File: config.mk
export PLATFORM = sky130hd
export DESIGN_NAME = yuv422_capture_ctrl
export DESIGN_NICKNAME = d
export VERILOG_FILES = /design/src/rtl/yuv422_capture_ctrl_pkg.sv /design/src/rtl/yuv_word_fifo.sv /design/src/rtl/yuv422_capture_ctrl.sv
export SDC_FILE = /design/constraint.sdc
export NUM_CORES = 1
export LEC_CHECK = 0
export CAP_MARGIN = 40
export CORE_ASPECT_RATIO = 0.75
export CORE_UTILIZATION = 54
export DETAILED_ROUTE_END_ITERATION = 10
export GPL_ROUTABILITY_DRIVEN = 0
export PLACE_DENSITY = 0.82
export SETUP_SLACK_MARGIN = 0.5
export SYNTH_ARGS = -nofsm -noshare
export SYNTH_HDL_FRONTEND = slang
export SYNTH_SLANG_ARGS = --single-unit
File: constraint.sdc
create_clock -name sys_clk -period 4.3 [get_ports sys_clk]
set_clock_uncertainty 0.05 [all_clocks]
set_input_delay 0.645 -clock sys_clk [delete_from_list [all_inputs] [get_ports sys_clk]]
set_output_delay 0.645 -clock sys_clk [all_outputs]
set_load 0.03 [all_outputs]
File: src/rtl/yuv422_capture_ctrl_pkg.sv
// yuv422_capture_ctrl_pkg: shared state encoding, widths and pixel-pair packing helpers
package yuv422_capture_ctrl_pkg;
  typedef enum logic [2:0] {IDLE, WAIT_VS, CAPTURE, FLUSH, DONE} cap_state_t;
  localparam int DEF_FIFO_AW = 4;
  localparam int DEF_ADDR_W = 24;
  localparam int DEF_CW = 11;
  localparam int PIX_W = 16;
  localparam logic [PIX_W-1:0] PIX_PAD = '0;
  function automatic logic [31:0] pack_pair(input logic [PIX_W-1:0] hi, input logic [PIX_W-1:0] lo);
    return {hi, lo};
  endfunction
endpackage

File: src/rtl/yuv_word_fifo.sv
// yuv_word_fifo: show-ahead synchronous 32-bit FIFO; writes into a full FIFO are dropped
module yuv_word_fifo #(
  parameter int FIFO_AW = 4
) (
  input  logic        sys_clk,
  input  logic        sys_rst_n,
  input  logic        wr_en,
  input  logic [31:0] wr_data,
  input  logic        rd_en,
  output logic [31:0] rd_data,
  output logic        full,
  output logic        empty
);
  logic [31:0] mem [2**FIFO_AW];
  logic [FIFO_AW-1:0] wp, rp;
  logic [FIFO_AW:0] cnt;
  logic we, re;
  assign full = cnt[FIFO_AW];
  assign empty = cnt == '0;
  assign we = wr_en & ~full;
  assign re = rd_en & ~empty;
  assign rd_data = mem[rp];
  always_ff @(posedge sys_clk)
    if (we) mem[wp] <= wr_data;
  always_ff @(posedge sys_clk or negedge sys_rst_n)
    if (!sys_rst_n) begin
      wp <= '0;
      rp <= '0;
      cnt <= '0;
    end else begin
      if (we) wp <= wp + FIFO_AW'(1);
      if (re) rp <= rp + FIFO_AW'(1);
      cnt <= cnt + (FIFO_AW+1)'(we) - (FIFO_AW+1)'(re);
    end
endmodule

File: src/rtl/yuv422_capture_ctrl.sv
// yuv422_capture_ctrl: crops a window from the YUV422 stream, packs pixel pairs
// into 32-bit words and writes them to memory for a programmed number of frames
module yuv422_capture_ctrl
  import yuv422_capture_ctrl_pkg::*;
#(
  parameter int FIFO_AW = DEF_FIFO_AW,
  parameter int ADDR_W = DEF_ADDR_W,
  parameter int CW = DEF_CW
) (
  input  logic              sys_clk,
  input  logic              sys_rst_n,
  input  logic [15:0]       yuv_d,
  input  logic              yuv_de,
  input  logic              yuv_hsync,
  input  logic              yuv_vsync,
  input  logic              cap_start,
  input  logic              cap_stop,
  input  logic [CW-1:0]     cfg_x0,
  input  logic [CW-1:0]     cfg_y0,
  input  logic [CW-1:0]     cfg_w,
  input  logic [CW-1:0]     cfg_h,
  input  logic [7:0]        cfg_frames,
  input  logic [ADDR_W-1:0] cfg_base,
  output logic              mem_valid,
  output logic [ADDR_W-1:0] mem_addr,
  output logic [31:0]       mem_data,
  input  logic              mem_ready,
  output logic              busy,
  output logic              frame_done,
  output logic [7:0]        frame_cnt,
  output logic              err_ovf,
  output logic              err_short
);
  localparam logic [CW-1:0] CMAX = '1;
  localparam logic [CW:0] ONE = (CW+1)'(1);
  cap_state_t state;
  logic vs_q, hs_q, line_de, stop_pend, phase, push_v;
  logic [CW-1:0] pix_cnt, line_cnt, win_x0, win_y0, win_w, win_h;
  logic [7:0] frames_q;
  logic [ADDR_W-1:0] base_q;
  logic [15:0] lo;
  logic [31:0] push_w, head;
  logic [CW:0] x_end, y_end;
  logic vs_rise, hs_fall, in_x, in_y, last_x, last_y, pix, eof, fifo_full, fifo_empty, pop;
  assign vs_rise = yuv_vsync & ~vs_q;
  assign hs_fall = hs_q & ~yuv_hsync;
  assign x_end = {1'b0, win_x0} + {1'b0, win_w};
  assign y_end = {1'b0, win_y0} + {1'b0, win_h};
  assign in_x = {1'b0, pix_cnt} >= {1'b0, win_x0} && {1'b0, pix_cnt} < x_end;
  assign in_y = {1'b0, line_cnt} >= {1'b0, win_y0} && {1'b0, line_cnt} < y_end;
  assign last_x = {1'b0, pix_cnt} + ONE == x_end;
  assign last_y = {1'b0, line_cnt} + ONE == y_end;
  assign pix = state == CAPTURE && yuv_de && yuv_hsync && in_x && in_y && !vs_rise;
  assign eof = pix && last_x && last_y;
  assign mem_valid = ~fifo_empty;
  assign mem_data = fifo_empty ? '0 : head;
  assign pop = mem_valid & mem_ready;
  assign busy = state != IDLE;
  yuv_word_fifo #(.FIFO_AW(FIFO_AW)) u_fifo (
    .sys_clk  (sys_clk),
    .sys_rst_n(sys_rst_n),
    .wr_en    (push_v),
    .wr_data  (push_w),
    .rd_en    (pop),
    .rd_data  (head),
    .full     (fifo_full),
    .empty    (fifo_empty)
  );
  always_ff @(posedge sys_clk or negedge sys_rst_n)
    if (!sys_rst_n) begin
      vs_q <= 1'b0;
      hs_q <= 1'b0;
      line_de <= 1'b0;
      pix_cnt <= '0;
      line_cnt <= '0;
    end else begin
      vs_q <= yuv_vsync;
      hs_q <= yuv_hsync;
      if (!yuv_hsync) pix_cnt <= '0;
      else if (yuv_de && pix_cnt != CMAX) pix_cnt <= pix_cnt + CW'(1);
      if (hs_fall) line_de <= 1'b0;
      else if (yuv_de && yuv_hsync) line_de <= 1'b1;
      if (vs_rise) line_cnt <= '0;
      else if (hs_fall && line_de && line_cnt != CMAX) line_cnt <= line_cnt + CW'(1);
    end
  // A half pair left open when vsync cuts the frame short is flushed with a zero upper pixel
  always_ff @(posedge sys_clk or negedge sys_rst_n)
    if (!sys_rst_n) begin
      phase <= 1'b0;
      lo <= '0;
      push_v <= 1'b0;
      push_w <= '0;
    end else begin
      push_v <= 1'b0;
      if (state == CAPTURE && vs_rise && phase) begin
        push_v <= 1'b1;
        push_w <= pack_pair(PIX_PAD, lo);
        phase <= 1'b0;
      end else if (pix) begin
        if (phase || last_x) begin
          push_v <= 1'b1;
          push_w <= phase ? pack_pair(yuv_d, lo) : pack_pair(PIX_PAD, yuv_d);
          phase <= 1'b0;
        end else begin
          lo <= yuv_d;
          phase <= 1'b1;
        end
      end else if (!yuv_hsync) phase <= 1'b0;
    end
  always_ff @(posedge sys_clk or negedge sys_rst_n)
    if (!sys_rst_n) begin
      state <= IDLE;
      stop_pend <= 1'b0;
      frame_done <= 1'b0;
      frame_cnt <= '0;
      err_ovf <= 1'b0;
      err_short <= 1'b0;
      mem_addr <= '0;
      win_x0 <= '0;
      win_y0 <= '0;
      win_w <= '0;
      win_h <= '0;
      frames_q <= '0;
      base_q <= '0;
    end else begin
      frame_done <= 1'b0;
      if (cap_stop && state != IDLE) stop_pend <= 1'b1;
      if (push_v && fifo_full) err_ovf <= 1'b1;
      if (pop) mem_addr <= mem_addr + ADDR_W'(1);
      case (state)
        IDLE: begin
          stop_pend <= 1'b0;
          if (cap_start && !cap_stop && cfg_w != '0 && cfg_h != '0) begin
            win_x0 <= cfg_x0;
            win_y0 <= cfg_y0;
            win_w <= cfg_w;
            win_h <= cfg_h;
            frames_q <= cfg_frames;
            base_q <= cfg_base;
            frame_cnt <= '0;
            err_ovf <= 1'b0;
            err_short <= 1'b0;
            state <= WAIT_VS;
          end
        end
        WAIT_VS: begin
          if (cap_stop || stop_pend) state <= IDLE;
          else if (vs_rise) begin
            mem_addr <= base_q;
            state <= CAPTURE;
          end
        end
        CAPTURE: begin
          if (vs_rise) begin
            err_short <= 1'b1;
            state <= FLUSH;
          end else if (eof) state <= FLUSH;
        end
        FLUSH: begin
          if (fifo_empty && !push_v) begin
            frame_done <= 1'b1;
            frame_cnt <= frame_cnt + 8'd1;
            state <= DONE;
          end
        end
        DONE: state <= (stop_pend || cap_stop || (frames_q != '0 && frame_cnt == frames_q)) ? IDLE : WAIT_VS;
        default: state <= IDLE;
      endcase
    end
endmodule

==> results of run 1 <==
area by class of cell:
class / count / area, um2
clock buffer: 89 / 1860
timing repair buffer: 274 / 2970
sequential: 715 / 20500
fill: 3761 / 19400
tap: 731 / 915
inverter: 64 / 240
antenna: 7 / 17.5
multi-input combinational: 1121 / 10100
clock inverter: 34 / 323
synth_stat cells, drive strengths merged, types with 38 or more instances:
cell	count
and2	51
nand2	242
o21ai	58
xnor2	57
edfxtp	512
dfrtp	203
xor2	50
inv	64
mux4	160
mux2	50
clkbuf	64
ha	81
nand4	38
nor2	98
a21oi	59
kinds of logic (layout without fill, tap and decap cells):
group	count (synthesis)	after routing	share of synthesized area
DFF	715	715	0.661
and+or+nand+nor	540	540	0.0816
muxes	214	214	0.137
AOI/OAI and AO/OA	173	173	0.0342
buffers and inverters	148	461	0.0189
xor gates and xnor gates	110	110	0.0325
adders and majority gates	84	84	0.0347
other	0	7	0
metal layers:
layer / vias up / wire, um
met4: 4 / 2290
li1: 8008 / -
met1: 9680 / 30900
met5: - / 23
met2: 1153 / 38800
met3: 168 / 8380
worst paths after layout:
check | startpoint | to | slack, ps
min | sys_rst_n | frame_cnt[5] | 370
min in group sys_clk | base_q[20] | base_q[20] | 430
max reg2reg | win_y0[1] | push_w[11] | -370
max in group asynchronous | sys_rst_n | base_q[8] | 2680
min reg2reg | base_q[20] | base_q[20] | 430
max | win_y0[1] | push_w[11] | -370
stage by stage:
stage	instances	utilization	setup slack, ps	total power, W	instance area [um2]
2_1_floorplan	1984	-	221	0.0116	31000
3_3_place_gp	2855	0.600	-166	0.0131	33800
3_5_place_dp	2865	0.604	-289	0.0132	34000
4_1_cts	3023	0.653	-175	0.0197	36800
5_1_grt	3031	0.655	-514	0.0206	36900
6_report	3035	0.655	-371	0.0198	36900
sequential cells by signal, indices dropped and copies added, names as in the netlist, 3 cells and up:
register	cells
u_fifo.mem	512
push_w	32
base_q	24
mem_addr	24
lo	16
line_cnt	11
pix_cnt	11
win_h	11
win_w	11
win_x0	11
win_y0	11
frame_cnt	8
frames_q	8
u_fifo.cnt	5
u_fifo.rp	4
u_fifo.wp	4
state	3
power groups by stage:
stage               clock network, W  logic, W  registers [W]
finish                       0.00596   0.00565        0.00821
detailed placement                 0   0.00484        0.00839
global route                 0.00626   0.00609        0.00825
CTS                          0.00599   0.00552        0.00819
global placement                   0   0.00470        0.00837
floorplan                          0   0.00322        0.00835
timing repair:
item	in CTS	in global routing
pin swaps	3	6
endpoints found under the setup margin	83	66
gates cloned	8	2
hold endpoints to repair	7	0
buffers inserted	26	3
resized for setup	102	26
hold buffers	1	0
==> qor.csv, run 1 <==
metric,value,unit
reg2regPathDepth,18,
synth_edf_count,512,
syn-num-nets,2168,
cp-end-kind,flop,
synthArstFlopShare,0.284,
drt-total-wl,80400,um
synthFlopType,edfxtp_1,
fin_tns_setup,-10770,ps
grt_max_degree,108,
vias,19013,
hold_viol,0,
worst_hold_slack,368,ps
cts_sinks,715,
required,4760,ps
cp_data_arrival_time,5130,ps
clkPwrFrac,0.301,
seq_power_share,0.414,
fp.coreArea,56300,um2
dr.pass1.iters,5,
port_buffers,168,
dr.first_iter.drc_count,2111,
setup_ws,-371,ps
cp_max_fo,7,
crit_buf_inv,2,
rows,75,
cp_slowest_cell,a2111oi_4,
grt_overflow,0,
layout_commonest_cell,edfxtp_1,
route.detailed.wl_per_inst,26.5,um
p_sw_frac,0.308,
power.leakage,13.9,nW
h-tree-depth,3,
yosysSeqAreaShare,0.661,
clkLatencyLatePin,640,ps
layout_common_cells,"512 x edfxtp_1, 242 x nand2_1, 199 x dfrtp_1",
numCtsBuffers,68,
status,"finished, violations left",
internal-power,0.0137,W
clk_pin_slew_worst_paths,70,ps
cts_buffer_depth,3,
io_pins,169,
fin_nets,2428,
drv_slew,0,
clock.fmax,214,MHz
ys_ff_latch,715,
grt_usage,0.278,
antenna_found_initial,8,
finalCriticalPeriod,4670,ps
setup_violations,50,
criticalPathCategory,reg -> reg,
ys_types,65,
die_height,209,um
yosysTopAreaCellShare,0.497,
grtUsageMet2,0.444,
via_per_inst,6.26,
globalRouteMet1Util,0.379,
place_hpwl,45400,um
cp_cell_sequence,"ha_1, a211oi_2, o21bai_2, a2111oi_4, o21ai_1, nor3b_4, ha_1, and4_1, o21ai_1, a31oi_1, o31ai_2, a21oi_2, nor3_4, or3b_4, a22oi_4, buf_12, buf_16, mux2_4",
critPathTopFamily,compound AO/OA/AOI/OAI gates,
grt_pass1_wl,119000,um
p_switching,0.00611,W
cts-root-buf,clkbuf_16,
drv_cap,0,
yosys_warnings,0,
grt_pass1_vias,19219,
start_util,0.550,
p_per_area,537,nW/um2
slew_headroom,0.384,
die_width,278,um
syn2layout_area_growth,19.2,%
worst_pin_slew,922,ps
start_kind,flop,
post-route-drc-count,0,
irDropWorstVdd,0.586,mV
drive_gt1_frac,0.205,
synth_area_leaders,"edfxtp_1 50%, dfrtp_1 16%, mux4_2 12%",
comb_power_share,0.285,
period_share,1.09,
critical_path_depth,18,
syn_area,31000,um2
violations,negative setup slack,
syn_area_per_cell,15.6,um2
cts_tree,built,
cpPeakStageDelay,470,ps
antenna_left,0,
synth_cells,1984,
use_met3,0.0698,
busiest_layer,met2,
hp-class,in -> async,
yosysTopAreaCell,edfxtp_1,
dieArea,58300,um2
grt_setup_unrepaired,yes,
(Power assumes the default switching activity.)
==> run 2, diff against run 1 <==
- CORE_ASPECT_RATIO: 0.75 -> 1.75
- TNS_END_PERCENT: unset -> 1
==> run 2 against run 1 <==
  * The flow finishes with violations (negative hold slack, negative setup slack)
  * Combinational power fell by 12%
  * Critical endpoint is now push_w[1]
  * Clock power decreased by 7.6%
  * Largest cell class unchanged
  * First-iteration DRC count is 20% lower
  * Sequential cell count stayed put
  * Highest routed layer is now met4
  * Final area is 1.6% lower
==> qor.csv, run 2 (synthesized netlist as in run 1, its figures left out) <==
metric,value,unit
power.leakage,13.6,nW
status,"finished, violations left",
numCtsBuffers,60,
layout_common_cells,"512 x edfxtp_1, 242 x nand2_1, 199 x dfrtp_1",
die_height,319,um
p_sw_frac,0.302,
grt_pass1_vias,19203,
largest_reg_flops,512,
cp_cell_sequence,"ha_1, a211oi_2, o21bai_2, a2111oi_4, nor2_1, xnor2_1, ha_1, a21o_1, a21oi_1, nor2b_1, o31ai_1, a21oi_1, nor3_2, or3b_4, a22oi_4, buf_12, mux2_2",
cp-end-kind,flop,
clk_pin_slew_worst_paths,70,ps
start_kind,flop,
setup_ws,-134,ps
cp_data_arrival_time,4890,ps
cts_tree,built,
grt_pass1_wl,114000,um
fin_nets,2393,
post-route-drc-count,0,
drive_gt1_frac,0.210,
dp_cells,2903,
drv_slew,0,
reg2regPathDepth,17,
vias,18200,
grt_max_degree,111,
fin_tns_setup,-2150,ps
violations,"negative hold slack, negative setup slack",
grt_overflow,0,
top_regs,"u_fifo.mem: 512 flops, push_w: 32 flops",
h-tree-depth,2,
grt_setup_unrepaired,yes,
cp_slowest_cell,or3b_4,
finalCriticalPeriod,4430,ps
regMostFlops,u_fifo.mem,
layout_commonest_cell,edfxtp_1,
cts_sinks,715,
drv_cap,0,
critical_path_depth,17,
clkPwrFrac,0.294,
r2r_end,push_w[1],
p_switching,0.00567,W
port_buffers,168,
worst_pin_slew,970,ps
place_hpwl,45800,um
drt-total-wl,75500,um
crit_buf_inv,1,
die_width,183,um
dr.first_iter.drc_count,1691,
finalNonFillerCells,3021,
dieArea,58300,um2
antenna_left,0,
grt_usage,0.265,
fp.coreArea,56400,um2
dr.pass1.iters,7,
seq_power_share,0.440,
internal-power,0.0131,W
cts_buffer_depth,3,
hp-class,in -> async,
hold_viol,1,
endpoint,push_w[1],
syn2layout_area_growth,17.3,%
r2r_start,win_y0[1],
start_util,0.549,
rows,115,
clkLatencyLatePin,620,ps
critPathTopFamily,compound AO/OA/AOI/OAI gates,
criticalPathCategory,reg -> reg,
via_per_inst,6.02,
setup_violations,23,
cp-startpoint,win_y0[1],
cp_max_fo,13,
cts_hold_buffers,0,
cpPeakStageDelay,440,ps
cts-root-buf,clkbuf_16,
antenna_found_initial,1,
irDropWorstVdd,0.420,mV
slew_headroom,0.353,
clock.fmax,226,MHz
route.detailed.wl_per_inst,25.0,um
p_per_area,516,nW/um2
worst_hold_slack,-10.6,ps
rrSetupSlack,-130,ps
io_pins,169,
period_share,1.03,
comb_power_share,0.266,
required,4760,ps
==> run 2: changes by cell type in the layout (fill, tap and decap cells not counted), sizes merged, moves of 4 or more <==
| cell | delta |
|---|---|
| buf | +8 |
| dlygate4sd2 | -23 |
| clkinv | +4 |
| clkbuf | -29 |
| diode | -4 |
| clkinvlp | +4 |
==> run 2: per-stage QoR <==
step	worst slack, ps	hold slack [ps]	util	area [um2]	power, W
2_1_floorplan	221	299	-	31000	0.0116
3_3_place_gp	-139	389	0.603	34000	0.0132
3_5_place_dp	-267	409	0.605	34100	0.0133
4_1_cts	-138	31.5	0.641	36200	0.0188
5_1_grt	-436	64.5	0.644	36300	0.0196
6_report	-134	-10.6	0.644	36300	0.0187
==> run 2: worst min-delay path by stage <==
| stage | slack, ps | cells after the start | end |
|---|---|---|---|
| finish | -10 | 1 | mem_addr[23] |
| global placement | 390 | 1 | line_de |
| CTS | 30 | 1 | mem_addr[23] |
| global route | 60 | 1 | mem_addr[23] |
| floorplan | 300 | 0 | base_q[0] |
| detailed placement | 410 | 1 | line_de |
==> run 2: final cells by class <==
cell class | instances | area (um2)
flip-flops and latches | 715 | 20500
multi-input cells | 1121 | 10100
repair buffers | 247 | 2610
clock buffers | 67 | 1550
well taps | 760 | 951
fillers | 3888 | 20100
diodes | 3 | 7.51
inverters | 64 | 240
clock inverters | 44 | 438
==> run 2: metal layers <==
metal / vias up / routed length (um) / global-route usage
li1: 7918 / - / -
met4: 0 / 2880 / 0.102
met3: 200 / 4320 / 0.0363
met5: - / 0 / 0
met2: 793 / 42000 / 0.499
met1: 9289 / 26400 / 0.298
==> run 2: power by group through the flow <==
stage          Clock (W)  Combinational [W]  Sequential [W]
6_report         0.00551            0.00498         0.00825
4_1_cts          0.00558            0.00498         0.00825
3_3_place_gp           0            0.00479         0.00836
3_5_place_dp           0            0.00491         0.00839
2_1_floorplan          0            0.00322         0.00835
5_1_grt          0.00584            0.00543         0.00831
==> run 2: what timing repair did <==
item	in CTS	in global routing
resized for setup	148	95
gates cloned	1	0
setup buffers	2	0
pin swaps	2	0
setup endpoints to repair	83	80
==> run 3, diff against run 2 <==
- SYNTH_HIERARCHICAL: unset -> 1
==> run 3 against run 2 <==
  * The run now ends clean
  * Setup slack improved by 170 ps
  * Sequential power is 3.3% higher
  * Cell count grew 3.5%
  * Critical path type unchanged
  * Largest cell class unchanged
  * Largest power group unchanged
  * Highest routed layer is now met5
==> qor.csv, run 3 <==
metric,value,unit
synthMuxAreaShare,0.106,
drive_gt1_frac,0.176,
layout_commonest_cell,edfxtp_1,
setup_violations,0,
ys_types,81,
yosysSeqAreaShare,0.651,
synth_cells,2118,
place_hpwl,48700,um
dr.first_iter.drc_count,1456,
rows,116,
setup_ws,33.5,ps
synth_simple_gate_area_frac,0.0876,
clkLatencyLatePin,630,ps
syn_area,31400,um2
yosys_warnings,6,
synth_common_cells,"512 x edfxtp_1, 281 x nand2_1, 203 x dfrtp_1",
antenna_found_initial,4,
hold_viol,0,
largest_reg_flops,512,
grt_overflow,0,
cp_max_fo,13,
critPathMostFrequentCell,buf_4,
syn_area_per_cell,14.8,um2
dr.pass1.iters,8,
power.leakage,15.1,nW
synth_xor_area_frac,0.0311,
route.detailed.wl_per_inst,24.5,um
drv_slew,0,
fp.coreArea,57300,um2
rrSetupSlack,30,ps
finalCriticalPeriod,4270,ps
total_power,0.0214,W
synth_edf_count,512,
cts_buffer_depth,3,
synth_area_leaders,"edfxtp_1 49%, dfrtp_1 16%, mux4_2 9.2%",
place_ws,-85.2,ps
layout_common_cells,"512 x edfxtp_1, 280 x nand2_1, 199 x dfrtp_1",
io_pins,169,
cp_slowest_cell,dfrtp_1,
fin_tns_setup,0,ps
die_height,321,um
top_regs,"u_fifo/mem: 512 flops, push_w: 32 flops",
grt_pass1_vias,19867,
slew_headroom,0.383,
synthArstFlopShare,0.284,
cp-startpoint,win_w[0],
drv_cap,0,
crit_buf_inv,3,
cts-root-buf,clkbuf_16,
grt_setup_unrepaired,yes,
port_buffers,168,
synth_top_family_by_area,multiplexers,
post-route-drc-count,0,
die_width,184,um
vias,19134,
synth_compound_area_frac,0.0695,
cp_cell_sequence,"ha_4, fa_2, a21o_1, a221oi_2, buf_4, xor2_4, ha_1, nand2_1, o211ai_1, o22a_1, o311ai_2, buf_4, nand4b_4, or2_4, or3_1, buf_6, o311a_1",
required,4740,ps
diodes,0,
antenna_left,0,
worst_pin_slew,924,ps
cp-end-kind,flop,
drt-total-wl,76600,um
regMostFlops,u_fifo/mem,
grt_max_degree,107,
cts_sinks,715,
start_util,0.548,
p_per_area,587,nW/um2
hp-class,in -> async,
cts_tree,built,
synthFlopType,edfxtp_1,
cp_data_arrival_time,4710,ps
r2r_start,win_w[0],
grt_usage,0.262,
irDropWorstVdd,0.599,mV
grt_pass1_wl,115000,um
syn2layout_area_growth,16.2,%
dieArea,59200,um2
numCtsBuffers,57,
yosysTopAreaCellShare,0.489,
synth_adder_area_share,0.0342,
via_per_inst,6.12,
dp_cells,3009,
clock.fmax,234,MHz
criticalPathCategory,reg -> reg,
syn-num-nets,2302,
clk_pin_slew_worst_paths,70,ps
fin_nets,2497,
finalNonFillerCells,3128,
h-tree-depth,2,
cpPeakStageDelay,410,ps
worst_hold_slack,422,ps
ys_ff_latch,715,
start_kind,flop,
status,"complete, no violations",
yosys.cell_count.top_type,edfxtp_1,
critPathTopFamily,compound AO/OA/AOI/OAI gates,
period_share,0.992,
yosysTopAreaCell,edfxtp_1,
## run 3: cell count changes after synthesis, sizes merged, moves of 9 or more
| cell | change |
|---|---|
| mux2 | -15 |
| a22oi | +65 |
| a32oi | +16 |
| nor2b | +38 |
| and2 | -20 |
| mux4 | -32 |
| nand2b | +18 |
| nand2 | +39 |
| inv | -20 |
| o311a | +16 |
| o31ai | +14 |
| buf | +18 |
| xnor2 | +9 |
| nand4 | -27 |
## run 3: metrics by stage
stage	cell area (um2)	utilization
after floorplan	31500	-
after global placement	34200	0.597
after detailed placement	34500	0.601
after CTS	36400	0.634
after global routing	36500	0.637
final	36500	0.637
## run 3: path summary, 6_finish.rpt
kind | cells past startpoint | end
setup / recovery | 17 | push_w[0]
hold / removal | 2 | mem_addr[10]
setup reg to reg | 17 | push_w[0]
hold reg to reg | 2 | base_q[13]
max in group asynchronous | 4 | lo[8]
min in group sys_clk | 2 | base_q[13]
## run 3: worst reg2reg max path, stage by stage (launching register included)
cell and delay [ps]:
dfrtp_1 410, ha_4 190, fa_2 350, a21o_1 210
a221oi_2 330, buf_4 210, xor2_4 180, ha_1 270
nand2_1 90, o211ai_1 130, o22a_1 230, o311ai_2 100
buf_4 180, nand4b_4 100, or2_4 270, or3_1 350
buf_6 180, o311a_1 310
## run 3: final cells by class
cell class | count | area (um2)
clock inverters | 37 | 320
clock buffers | 70 | 1520
inverters | 45 | 169
multi-input cells | 1254 | 10600
fillers | 3922 | 20800
well taps | 767 | 960
flip-flops and latches | 715 | 20500
repair buffers | 240 | 2470
## run 3: report_power, final
| part | leakage, nW | switching [W] | total, W | internal [W] |
|---|---|---|---|---|
| combinational | 5.82 | 0.00429 | 0.00769 | 0.00339 |
| clock | 0.886 | 0.00244 | 0.00520 | 0.00277 |
| sequential | 8.41 | 0.000639 | 0.00852 | 0.00788 |
| total | 15.1 | 0.00737 | 0.0214 | 0.0140 |
## run 3: kinds of logic after synthesis
| kind of cell | count (synthesis) |
|---|---|
| flops | 715 |
| fa+ha+maj | 84 |
| simple gates | 587 |
| xor+xnor | 110 |
| buf+inv | 149 |
| mux | 168 |
| compound gates | 305 |
## run 3: metal layers
layer | up-vias | part of all wire | global-route usage
li1 | 8401 | - | -
met1 | 9639 | 0.35 | 0.300
met2 | 868 | 0.54 | 0.475
met3 | 222 | 0.066 | 0.0402
met4 | 4 | 0.049 | 0.123
met5 | - | 0.00033 | 0
## run 3: repair_timing
item,CTS,global route
hold endpoints to repair,17,0
endpoints found under the setup margin,84,84
resized for setup,5,95
gates cloned,0,1
hold buffers,1,0
pin swaps,4,11
buffers inserted,5,5
